### config.mk
export PLATFORM = sky130hd
export DESIGN_NAME = game_controller
export DESIGN_NICKNAME = d
export VERILOG_FILES = /design/src/rtl/game_controller.sv
export SDC_FILE = /design/constraint.sdc
export NUM_CORES = 1
export LEC_CHECK = 0
export CAP_MARGIN = 20
export CORE_MARGIN = 5
export CORE_UTILIZATION = 62
export DETAILED_ROUTE_END_ITERATION = 16
export HOLD_SLACK_MARGIN = 0.06
export PLACE_DENSITY = 0.84
export RECOVER_POWER = 100
export SLEW_MARGIN = 15
export SYNTH_ARGS = -nofsm -noshare
export SYNTH_HDL_FRONTEND = slang
export SYNTH_SLANG_ARGS = --single-unit
### constraint.sdc
create_clock -name clk -period 4.1 [get_ports clk]
set_input_delay 0.41 -clock clk [delete_from_list [all_inputs] [get_ports clk]]
set_output_delay 0.41 -clock clk [all_outputs]
set_load 0.03 [all_outputs]
### src/rtl/game_controller.sv
// game_controller: top-level sequencer for the 16x16 LED Flappy Bird game.
// Runs the IDLE/PLAY/OVER state machine, divides the system clock into game
// ticks, moves the bird in lane 11 (gravity and flap) and keeps the score.
// Every output is a register; no input reaches an output combinationally.
module game_controller #(
   parameter int unsigned TICK_DIV  = 12_500_000,  // clock cycles per game tick (>= 2)
   parameter int unsigned START_POS = 8,           // bird position loaded on entry to IDLE
   parameter int unsigned FLAP_STEP = 3,           // positions gained per flap
   parameter int unsigned LOCKOUT   = 2            // ticks in OVER before a restart flap counts
) (
   input  logic       clk,
   input  logic       reset,
   input  logic       flap,
   input  logic       dead,
   input  logic       pipe_pass,
   output logic [1:0] state,
   output logic [3:0] bird_pos,
   output logic [7:0] score,
   output logic       scroll_en,
   output logic       freeze
);

   localparam int unsigned TCNT_W = $clog2(TICK_DIV);
   localparam int unsigned LOCK_W = $clog2(LOCKOUT + 1);

   localparam logic [TCNT_W-1:0] TCNT_MAX  = TCNT_W'(TICK_DIV - 1);
   localparam logic [LOCK_W-1:0] LOCK_MAX  = LOCK_W'(LOCKOUT);
   localparam logic [3:0]        START_VAL = 4'(START_POS);

   typedef enum logic [1:0] {
      IDLE = 2'd0,
      PLAY = 2'd1,
      OVER = 2'd2
   } state_t;

   state_t            st;
   logic [TCNT_W-1:0] tcnt;
   logic [LOCK_W-1:0] lockout;
   logic              flap_q;
   logic              flap_e;
   logic              tick;
   logic [4:0]        flap_sum;
   logic [3:0]        flap_pos;

   // Rising edge of the (already debounced) button. flap_q resets high so a
   // button held through reset must be released before it can start a game.
   assign flap_e = flap & ~flap_q;

   // tcnt sits at 0 in IDLE, so tick can only fire in PLAY or OVER.
   assign tick = (tcnt == TCNT_MAX);

   // Flap target, clamped at the top of the lane.
   assign flap_sum = {1'b0, bird_pos} + 5'(FLAP_STEP);
   assign flap_pos = flap_sum[4] ? 4'd15 : flap_sum[3:0];

   assign state = st;

   // Game state machine: state, counters and all registered outputs.
   always_ff @(posedge clk or posedge reset) begin
      if (reset) begin
         st        <= IDLE;
         bird_pos  <= START_VAL;
         score     <= 8'd0;
         scroll_en <= 1'b0;
         freeze    <= 1'b1;
         tcnt      <= '0;
         lockout   <= '0;
         flap_q    <= 1'b1;
      end else begin
         // NOTE: every register here uses <= so all branches see the values
         // from before this edge; the default below is overridden later in
         // the same block only when a tick is actually issued.
         flap_q    <= flap;
         scroll_en <= 1'b0;

         unique case (st)
            IDLE: begin
               bird_pos <= START_VAL;
               score    <= 8'd0;
               tcnt     <= '0;
               lockout  <= '0;
               if (flap_e) begin
                  st     <= PLAY;
                  freeze <= 1'b0;
               end
            end

            PLAY: begin
               if (dead || (tick && (bird_pos == 4'd0) && !flap_e)) begin
                  // Collision or ground hit: freeze everything as it is.
                  st      <= OVER;
                  freeze  <= 1'b1;
                  tcnt    <= '0;
                  lockout <= '0;
               end else begin
                  tcnt <= tick ? '0 : tcnt + 1'b1;
                  if (flap_e) begin
                     bird_pos <= flap_pos;
                  end else if (tick) begin
                     bird_pos <= bird_pos - 4'd1;
                  end
                  if (tick) begin
                     scroll_en <= 1'b1;
                  end
                  if (pipe_pass && (score != 8'hFF)) begin
                     score <= score + 8'd1;
                  end
               end
            end

            OVER: begin
               if (flap_e && (lockout == LOCK_MAX)) begin
                  st       <= IDLE;
                  tcnt     <= '0;
                  lockout  <= '0;
                  bird_pos <= START_VAL;
                  score    <= 8'd0;
               end else begin
                  tcnt <= tick ? '0 : tcnt + 1'b1;
                  if (tick && (lockout != LOCK_MAX)) begin
                     lockout <= lockout + 1'b1;
                  end
               end
            end

            default: begin
               st     <= IDLE;
               freeze <= 1'b1;
               tcnt   <= '0;
            end
         endcase
      end
   end

endmodule

# After elaboration in Yosys (flattened, before gate mapping)
# Index checks and enable logic that the tools add are counted.
[word_totals]
reg_bits = 43
inputBits = 5
output_inout_bits = 16
word_cells = 72
[op_classes]
n_addsub = 5
eq_ne = 13
mux = 28
bitwise = 3
n_reduce_logical = 15
[op_table]
columns = ["op", "n"]
rows = [
  ["$mux 24", 3],
  ["$pmux 24 s2", 1],
  ["$add 24x1->24 const B", 1],
  ["$eq 24x24->1 const B", 1],
  ["$mux 8", 3],
  ["$pmux 8 s3", 1],
  ["$mux 4", 5],
  ["$mux 2", 6],
  ["$ne 2x2->1 const B", 6],
  ["$pmux 2 s3", 2],
  ["$pmux 4 s3", 1],
  ["$reduce_and 3->1", 3],
  ["$add 8x1->8 const B", 1],
  ["$ne 8x8->1 const B", 1],
  ["$reduce_and 4->1", 2],
  ["$ne 3x3->1 const B", 2],
  ["$add 4x2->5 const B", 1],
  ["$logic_and 1x1->1", 5],
  ["$mux 1", 5],
  ["$eq 2x2->1 const B", 2],
  ["$logic_not 4->1", 1],
  ["$sub 4x1->4 const B", 1],
  ["$pmux 1 s3", 1],
  ["$reduce_bool 3->1", 1],
  ["other kinds (7)", 8],
]

# Logic depth before layout (Yosys ltp)
# Gate-level depths: netlist of the first run.
[logic_depth]
ltp_word = 7
mapped_depth = 9
ltp_nobuf = 7

# Least setup slack after synthesis of the first run
# OpenSTA, ideal clock, no wires.
[synth_path]
path_type = "reg-to-reg"
from = "register st[1] (netlist: state[1])"
to = "register score[4]"
setup_time_ns = 0.124
arrival_time_ns = 2.159
t_required_ns = 3.976
path_slack_ns = 1.817
stages_incl_launch_ff = 10
n_path_buf = 2
synth_period_minus_slack_ns = 2.283
path_cell_list = "dfrtp_1 > inv_1 > ha_1 > buf_4 > and2b_2 > o211ai_2 > or2_1 > buf_6 > o311a_1 > a211o_1"
[synth_via]
elab_chain_len = 3
word_cells_on_any_way = 9
cone_classes = "5 x eq/ne; 1 x mux; 3 x reduce/logical"
[synth_rtl]
columns = ["element", "line", "source"]
rows = [
  ["from (decl)", "36", "state_t st;"],
  ["from (signal assigned)", "61", "st <= IDLE;"],
  ["from (signal assigned)", "83", "st <= PLAY;"],
  ["from (signal assigned)", "91", "st <= OVER;"],
  ["$eq 2x1->1 (tied with other cells)", "76", "unique case (st)"],
  ["$ne 2x2->1 (no line) or $reduce_bool 3->1 (tied branches)", "n/a", ""],
  ["$reduce_and 4->1 (no line)", "n/a", ""],
  ["to (signal assigned)", "106", "score <= score + 8'd1;"],
  ["to (decl)", "18", "output logic [7:0] score,"],
]
# Several ways; a longest one is shown, not always the timed one.
# A chain may end at the register's enable or synchronous reset.

# Worst setup path in the final report of the first run
# Ends and elaborated chain as after synthesis.

==> results of run 1 <==
==> worst paths after layout <==
path,startpoint,endpoint,slack [ns],depth (start not counted)
min in group asynchronous,reset,tcnt[12],1.38,3
setup / recovery,state[1],score[4],1.29,7
max in group asynchronous,reset,bird_pos[2],1.45,3
hold / removal,tcnt[0],tcnt[0],0.46,1
hold reg to reg,tcnt[0],tcnt[0],0.46,1
setup reg to reg,state[1],score[4],1.29,7
==> Yosys cell counts (4+ instances only) <==
cell | n | share of area, %
dfrtp_1 | 40 | 40
xnor2_1 | 19 | 6.6
and2_1 | 4 | 0.99
nor4_1 | 9 | 2.2
o21ai_0 | 5 | 0.99
nand4_1 | 7 | 1.7
ha_1 | 8 | 4.0
clkbuf_1 | 5 | 0.74
inv_1 | 15 | 2.2
nor2_1 | 36 | 5.3
nand2_1 | 12 | 1.8
a21oi_1 | 4 | 0.79
xor2_1 | 4 | 1.4
nand3_1 | 15 | 3.0
and3_1 | 6 | 1.5
o211ai_1 | 6 | 1.8
nor3_1 | 12 | 2.4
==> sequential cells by signal (all words and copies together) (netlist names) <==
name / flops
state: 2
scroll_en: 1
freeze: 1
lockout: 2
score: 8
tcnt: 24
bird_pos: 4
flap_q: 1
==> cell families after synthesis <==
family | synth area share (%)
muxes | 2.08
buffers and inverters | 4.11
AOI/OAI and AO/OA | 12.7
DFF | 42.7
xor gates and xnor gates | 7.97
adders and majority gates | 3.96
and+or+nand+nor | 26.5
==> per-stage QoR <==
step                      setup WS [ns]  cells
after floorplan                    1.82    270
after global placement             1.51    333
after detailed placement           1.43    333
after CTS                          1.43    341
after global routing              0.996    341
final                              1.29    341
==> area by class of cell <==
cell class	count	area [um2]	area share, %
multi-input combinational	203	1330	46.6
inverter	15	56.3	1.97
clock inverter	3	47.5	1.67
clock buffer	5	68.8	2.41
sequential	43	1080	37.9
timing repair buffer	22	208	7.28
tap	50	62.6	2.19
==> critical path: cells and delay by family (launching register included) <==
family | cells | cell delay (ns)
AND/OR/NAND/NOR | 2 | 0.76
AO/OA/AOI/OAI | 3 | 0.85
adder cells (fa/ha/maj) | 1 | 0.56
buffers and inverters | 1 | 0.10
flip-flops | 1 | 0.44
==> routing by layer <==
metal	routed length, um	up-vias
met5	0	-
met4	72	0
met3	238	8
met2	2560	53
met1	2350	984
li1	-	1021
==> power by group <==
part | total [W] | switching, W | internal (W) | leakage, nW
clock network | 0.000348 | 0.000163 | 0.000185 | 0.0587
logic | 0.000412 | 0.000263 | 0.000149 | 0.488
registers | 0.000492 | 0.0000337 | 0.000458 | 0.586
==> report_table.html, run 1 <==
<table>
<tr><th>Metric</th><th>Value</th></tr>
<tr><th colspan="2">Yosys</th></tr>
<tr><td>Area of the mapped netlist</td><td>2530 um2</td></tr>
<tr><td>Primary FF master, synth</td><td>dfrtp_1</td></tr>
<tr><td>Post-Syn Area per Cell</td><td>9.37 um2</td></tr>
<tr><td>Part of the Yosys area used for sequential elements</td><td>42.7%</td></tr>
<tr><td>Mapped Nets</td><td>283</td></tr>
<tr><td>Share of async-settable or async-resettable flops after synthesis</td><td>100%</td></tr>
<tr><td>Flop and latch count out of synthesis</td><td>43</td></tr>
<tr><td>Number of enable flip-flop cells after synthesis</td><td>0</td></tr>
<tr><td>Gate count after technology mapping</td><td>270</td></tr>
<tr><td>Count of cell types in the netlist</td><td>56</td></tr>
<tr><td>Total number of yosys warnings</td><td>0</td></tr>
<tr><th colspan="2">Finish</th></tr>
<tr><td>Total Nets Final</td><td>303</td></tr>
<tr><td>Share of final-layout standard cells stronger than drive strength 1</td><td>5.84%</td></tr>
<tr><td>Most frequent cells in the layout</td><td>40 x dfrtp_1, 36 x nor2_1, 19 x xnor2_1</td></tr>
<tr><td>Area growth syn-to-layout</td><td>12.8%</td></tr>
<tr><td>Fill cells</td><td>309</td></tr>
<tr><td>Final instance area</td><td>2850 um2</td></tr>
<tr><td>Final antenna diode count</td><td>0</td></tr>
<tr><td>Most common cell after layout, fill and taps aside</td><td>dfrtp_1</td></tr>
<tr><td>Post-layout utilization of the core</td><td>71.8%</td></tr>
<tr><th colspan="2">GRT</th></tr>
<tr><td>Global routing's busiest layer</td><td>met2</td></tr>
<tr><td>Met1 track demand over resource</td><td>27.7%</td></tr>
<tr><td>Number of global-route vias before repair</td><td>2,013</td></tr>
<tr><td>Wire length of the first global-routing pass</td><td>9.23 mm</td></tr>
<tr><td>Total global routing track utilization</td><td>21.4%</td></tr>
<tr><td>Sum of overflow across all layers after global routing</td><td>0</td></tr>
<tr><td>Met2 track demand over resource in global routing</td><td>36.2%</td></tr>
<tr><td>Largest net degree at the start of global routing</td><td>44</td></tr>
<tr><td>Global routing usage on met3</td><td>4.10%</td></tr>
<tr><td>Antenna violations before repair</td><td>0</td></tr>
<tr><th colspan="2">Power and ir drop</th></tr>
<tr><td>Maximum resistive drop on vdd</td><td>0.000216 V</td></tr>
<tr><td>Total leakage power</td><td>1.13 nW</td></tr>
<tr><td>Overall Power</td><td>0.00125 W</td></tr>
<tr><td>Pwr Density</td><td>439 nW/um2</td></tr>
<tr><th colspan="2">Setup path</th></tr>
<tr><td>Crit start category</td><td>register</td></tr>
<tr><td>Setup crit end kind</td><td>register</td></tr>
<tr><td>Slowest Stage Delay on Critical Path</td><td>0.56 ns</td></tr>
<tr><td>Critical-path cell with the highest stage delay</td><td>ha_1</td></tr>
<tr><td>Biggest fanout along the worst timing path</td><td>19</td></tr>
<tr><td>Worst Setup Path Type</td><td>reg2reg</td></tr>
<tr><td>Critical Path AT</td><td>3.00 ns</td></tr>
<tr><td>Data required time at the worst endpoint</td><td>4.30 ns</td></tr>
<tr><td>Cells along the critical path</td><td>inv_1 &gt; ha_1 &gt; and2b_1 &gt; o211ai_2 &gt; or2_0 &gt; o311a_1 &gt; a211o_1</td></tr>
<tr><th colspan="2">Clocking</th></tr>
<tr><td>Clk_lat worst skew</td><td>0.30 ns</td></tr>
<tr><td>TritonCTS clock tree</td><td>yes</td></tr>
<tr><td>Maximum count of clock buffers along a single path</td><td>2</td></tr>
<tr><td>Number of instances resized during post-cts repair</td><td>0</td></tr>
<tr><td>Clock buffers created by TritonCTS</td><td>5</td></tr>
<tr><td>Hold Buf Count CTS</td><td>0</td></tr>
<tr><td>Clock slew at reported path FFs</td><td>0.09 ns</td></tr>
<tr><td>Sink Count</td><td>43</td></tr>
<tr><td>Post-CTS setup repair buffer count</td><td>0</td></tr>
<tr><td>Clock root buffer</td><td>clkbuf_8</td></tr>
<tr><td>Level count of the clock H-tree</td><td>2</td></tr>
<tr><th colspan="2">STA</th></tr>
<tr><td>Period Utilization, post-route</td><td>68.5%</td></tr>
<tr><td>Worst Clk Skew</td><td>0.00771 ns</td></tr>
<tr><td>Final TNS setup</td><td>0 ns</td></tr>
<tr><td>Slew @ Worst Pin</td><td>2.24 ns</td></tr>
<tr><td>Hold Violations, Final</td><td>0</td></tr>
<tr><td>Setup repair after global routing missed its margin</td><td>false</td></tr>
<tr><td>Total setup violations reported at the end of the flow</td><td>0</td></tr>
<tr><td>Tmin final</td><td>2.81 ns</td></tr>
<tr><td>Final number of max-transition violations</td><td>44</td></tr>
<tr><td>Worst hold slack across all endpoints</td><td>0.458 ns</td></tr>
<tr><td>Normalized max-slew margin</td><td>-49.3%</td></tr>
<tr><td>F_max</td><td>356 MHz</td></tr>
<tr><th colspan="2">Detailed routing</th></tr>
<tr><td>Violation count after the first detailed-routing iteration</td><td>277</td></tr>
<tr><td>DRT antenna net count</td><td>0</td></tr>
<tr><td>Final wirelength</td><td>5.23 mm</td></tr>
<tr><td>Iteration count of the initial detailed-routing pass</td><td>4</td></tr>
<tr><td>Detailed-route vias per instance</td><td>6.06</td></tr>
<tr><td>DR vias</td><td>2,066</td></tr>
<tr><td>Wire length per cell</td><td>15.3 um</td></tr>
<tr><td>Remaining DRCs</td><td>0</td></tr>
<tr><th colspan="2">Place</th></tr>
<tr><td>Placer congestion estimate</td><td>0.893</td></tr>
<tr><td>Number of port buffers</td><td>20</td></tr>
<tr><td>Post-DP HPWL</td><td>3.69 mm</td></tr>
<tr><td>Placed inst area</td><td>2760 um2</td></tr>
<tr><th colspan="2">Floorplan</th></tr>
<tr><td>I/O pin cnt</td><td>21</td></tr>
<tr><td>Starting Density</td><td>63.7%</td></tr>
<tr><td>Placeable core region</td><td>3970 um2</td></tr>
<tr><td>Die area</td><td>5460 um2</td></tr>
<tr><td>Horizontal die dimension</td><td>73.9 um</td></tr>
<tr><td>Die height</td><td>73.9 um</td></tr>
<tr><td>Floorplan row count</td><td>23</td></tr>
<tr><th colspan="2">Status</th></tr>
<tr><td>Violated checks</td><td>max-capacitance violations, max-slew violations</td></tr>
<tr><td>Status</td><td>finished with violations</td></tr>
<tr><th colspan="2">Job</th></tr>
<tr><td>Count of maximum capacitance violations</td><td>1</td></tr>
<tr><th colspan="2">Min path</th></tr>
<tr><td>Path class of the lowest-slack min-delay path</td><td>reg2reg</td></tr>
</table>
Power figures use the tool's default switching activity.
==> run 2: changes to the inputs <==
CORE_UTILIZATION = 52   (was 62)
PLACE_DENSITY = 0.76   (was 0.84)
clock period = 2.4 ns   (was 4.1 ns; I/O delays follow)
==> report_table.html, run 2 (same netlist as run 1, synthesis figures left out) <==
<table>
<tr><th>Metric</th><th>Value</th></tr>
<tr><th colspan="2">Status</th></tr>
<tr><td>Status</td><td>finished, final reports clean</td></tr>
<tr><th colspan="2">Place</th></tr>
<tr><td>Placed Cells</td><td>359</td></tr>
<tr><td>Placer congestion estimate</td><td>0.865</td></tr>
<tr><td>Post-placement worst setup slack</td><td>0.112 ns</td></tr>
<tr><td>Number of port buffers</td><td>20</td></tr>
<tr><td>Post-DP HPWL</td><td>3.69 mm</td></tr>
<tr><th colspan="2">Finish</th></tr>
<tr><td>Most common cell after layout, fill and taps aside</td><td>dfrtp_1</td></tr>
<tr><td>Share of final-layout standard cells stronger than drive strength 1</td><td>10.0%</td></tr>
<tr><td>Post-route non-filler standard cell count</td><td>367</td></tr>
<tr><td>Register with the highest flop count</td><td>tcnt</td></tr>
<tr><td>Final antenna diode count</td><td>0</td></tr>
<tr><td>Post-layout utilization of the core</td><td>62.9%</td></tr>
<tr><td>Area growth syn-to-layout</td><td>17.5%</td></tr>
<tr><td>Fill cells</td><td>382</td></tr>
<tr><td>Max reg flops</td><td>24</td></tr>
<tr><td>Largest registers in the final layout</td><td>tcnt x24, score x8, bird_pos x4</td></tr>
<tr><td>Most frequent cells in the layout</td><td>40 x dfrtp_1, 36 x nor2_1, 19 x xnor2_1</td></tr>
<tr><td>Total Nets Final</td><td>312</td></tr>
<tr><th colspan="2">Floorplan</th></tr>
<tr><td>Starting Density</td><td>53.5%</td></tr>
<tr><td>Placeable core region</td><td>4720 um2</td></tr>
<tr><td>I/O pin cnt</td><td>21</td></tr>
<tr><td>Floorplan row count</td><td>25</td></tr>
<tr><td>Die height</td><td>79.7 um</td></tr>
<tr><td>Die area</td><td>6360 um2</td></tr>
<tr><td>Horizontal die dimension</td><td>79.7 um</td></tr>
<tr><th colspan="2">STA</th></tr>
<tr><td>Tmin final</td><td>2.28 ns</td></tr>
<tr><td>Setup repair after global routing missed its margin</td><td>false</td></tr>
<tr><td>Worst Clk Skew</td><td>0.0152 ns</td></tr>
<tr><td>Final TNS setup</td><td>0 ns</td></tr>
<tr><td>F_max</td><td>439 MHz</td></tr>
<tr><td>Hold Violations, Final</td><td>0</td></tr>
<tr><td>Period Utilization, post-route</td><td>94.9%</td></tr>
<tr><td>Total setup violations reported at the end of the flow</td><td>0</td></tr>
<tr><td>Final number of max-transition violations</td><td>0</td></tr>
<tr><td>Normalized max-slew margin</td><td>30.8%</td></tr>
<tr><td>Slew @ Worst Pin</td><td>1.04 ns</td></tr>
<tr><td>Worst-case setup margin in the final layout</td><td>0.123 ns</td></tr>
<tr><th colspan="2">Setup path</th></tr>
<tr><td>Timing startpoint of the critical path</td><td>state[0]</td></tr>
<tr><td>Crit start category</td><td>register</td></tr>
<tr><td>Startpoint of the worst-slack reg-to-reg timing path</td><td>state[0]</td></tr>
<tr><td>Cell count of the worst reg-to-reg path</td><td>7</td></tr>
<tr><td>Biggest fanout along the worst timing path</td><td>10</td></tr>
<tr><td>Critical Path AT</td><td>2.47 ns</td></tr>
<tr><td>Data required time at the worst endpoint</td><td>2.59 ns</td></tr>
<tr><td>Setup crit end kind</td><td>register</td></tr>
<tr><td>Worst Setup Path Type</td><td>reg2reg</td></tr>
<tr><th colspan="2">GRT</th></tr>
<tr><td>Wire length of the first global-routing pass</td><td>9.17 mm</td></tr>
<tr><td>Sum of overflow across all layers after global routing</td><td>0</td></tr>
<tr><td>Total global routing track utilization</td><td>18.3%</td></tr>
<tr><td>Largest net degree at the start of global routing</td><td>44</td></tr>
<tr><td>Number of global-route vias before repair</td><td>1,977</td></tr>
<tr><td>Antenna violations before repair</td><td>0</td></tr>
<tr><th colspan="2">Clocking</th></tr>
<tr><td>TritonCTS clock tree</td><td>yes</td></tr>
<tr><td>Number of instances resized during post-cts repair</td><td>0</td></tr>
<tr><td>Post-CTS setup repair buffer count</td><td>0</td></tr>
<tr><td>Clock root buffer</td><td>clkbuf_8</td></tr>
<tr><td>Clock buffers created by TritonCTS</td><td>5</td></tr>
<tr><td>Sink Count</td><td>43</td></tr>
<tr><td>Hold Buf Count CTS</td><td>0</td></tr>
<tr><td>Clock slew at reported path FFs</td><td>0.09 ns</td></tr>
<tr><td>Clk_lat worst skew</td><td>0.31 ns</td></tr>
<tr><td>Level count of the clock H-tree</td><td>2</td></tr>
<tr><td>Maximum count of clock buffers along a single path</td><td>2</td></tr>
<tr><th colspan="2">Detailed routing</th></tr>
<tr><td>DRT antenna net count</td><td>0</td></tr>
<tr><td>Detailed-route vias per instance</td><td>5.77</td></tr>
<tr><td>Violation count after the first detailed-routing iteration</td><td>180</td></tr>
<tr><td>DR vias</td><td>2,116</td></tr>
<tr><td>Final wirelength</td><td>5.34 mm</td></tr>
<tr><td>Wire length per cell</td><td>14.6 um</td></tr>
<tr><td>Iteration count of the initial detailed-routing pass</td><td>4</td></tr>
<tr><td>Remaining DRCs</td><td>0</td></tr>
<tr><th colspan="2">Power and ir drop</th></tr>
<tr><td>Total leakage power</td><td>1.19 nW</td></tr>
<tr><td>Maximum resistive drop on vdd</td><td>0.000429 V</td></tr>
<tr><td>Pwr Density</td><td>763 nW/um2</td></tr>
<tr><th colspan="2">Job</th></tr>
<tr><td>Count of maximum capacitance violations</td><td>0</td></tr>
<tr><th colspan="2">Min path</th></tr>
<tr><td>Worst hold path stage count</td><td>1</td></tr>
<tr><td>Path class of the lowest-slack min-delay path</td><td>reg2reg</td></tr>
<tr><td>Source of the worst hold timing path</td><td>tcnt[0]</td></tr>
</table>
## run 2: final timing paths
kind                              end  slack [ns]
max                          score[4]        0.12
min in group asynchronous  lockout[1]        0.70
min reg2reg                   tcnt[0]        0.46
max in group asynchronous    tcnt[10]        1.05
max reg2reg                  score[4]        0.12
min                           tcnt[0]        0.46
## run 2: worst max-delay path, stage by stage, from the launching register on
cell,delay (ns)
dfrtp_1,0.47
inv_1,0.09
ha_1,0.27
inv_1,0.16
o211ai_2,0.14
or2_1,0.36
o311a_1,0.39
a211o_1,0.27
## run 2: final cells by class
cell class	instances	area [um2]	area share [%]
Multi-Input combinational cell	203	1340	45.1
Sequential cell	43	1080	36.3
Timing Repair Buffer	31	278	9.35
Tap cell	67	83.8	2.82
Inverter	15	56.3	1.89
Clock inverter	2	60.1	2.02
Clock buffer	6	72.6	2.44
## run 2: layer usage
metal	share of wire, %	vias up	GRT usage, %
met5	0	-	0
met4	2.2	0	6.42
met3	5.7	14	5.64
met2	46	68	28.4
met1	46	1005	24.3
li1	-	1029	-
## run 2: report_power, final
part | total (W) | internal, W | switching, W
Clock | 0.000671 | 0.000416 | 0.000255
Combinational | 0.000750 | 0.000293 | 0.000457
Sequential | 0.000845 | 0.000783 | 0.0000621
## run 2: per-stage QoR
stage,cell area (um2),hold slack (ns),total power (W)
final,2970,0.459,0.00227
after CTS,2980,0.389,0.00230
after detailed placement,2850,0.454,0.00162
after floorplan,2530,0.244,0.00137
after global placement,2850,0.439,0.00161
after global routing,2970,0.482,0.00240
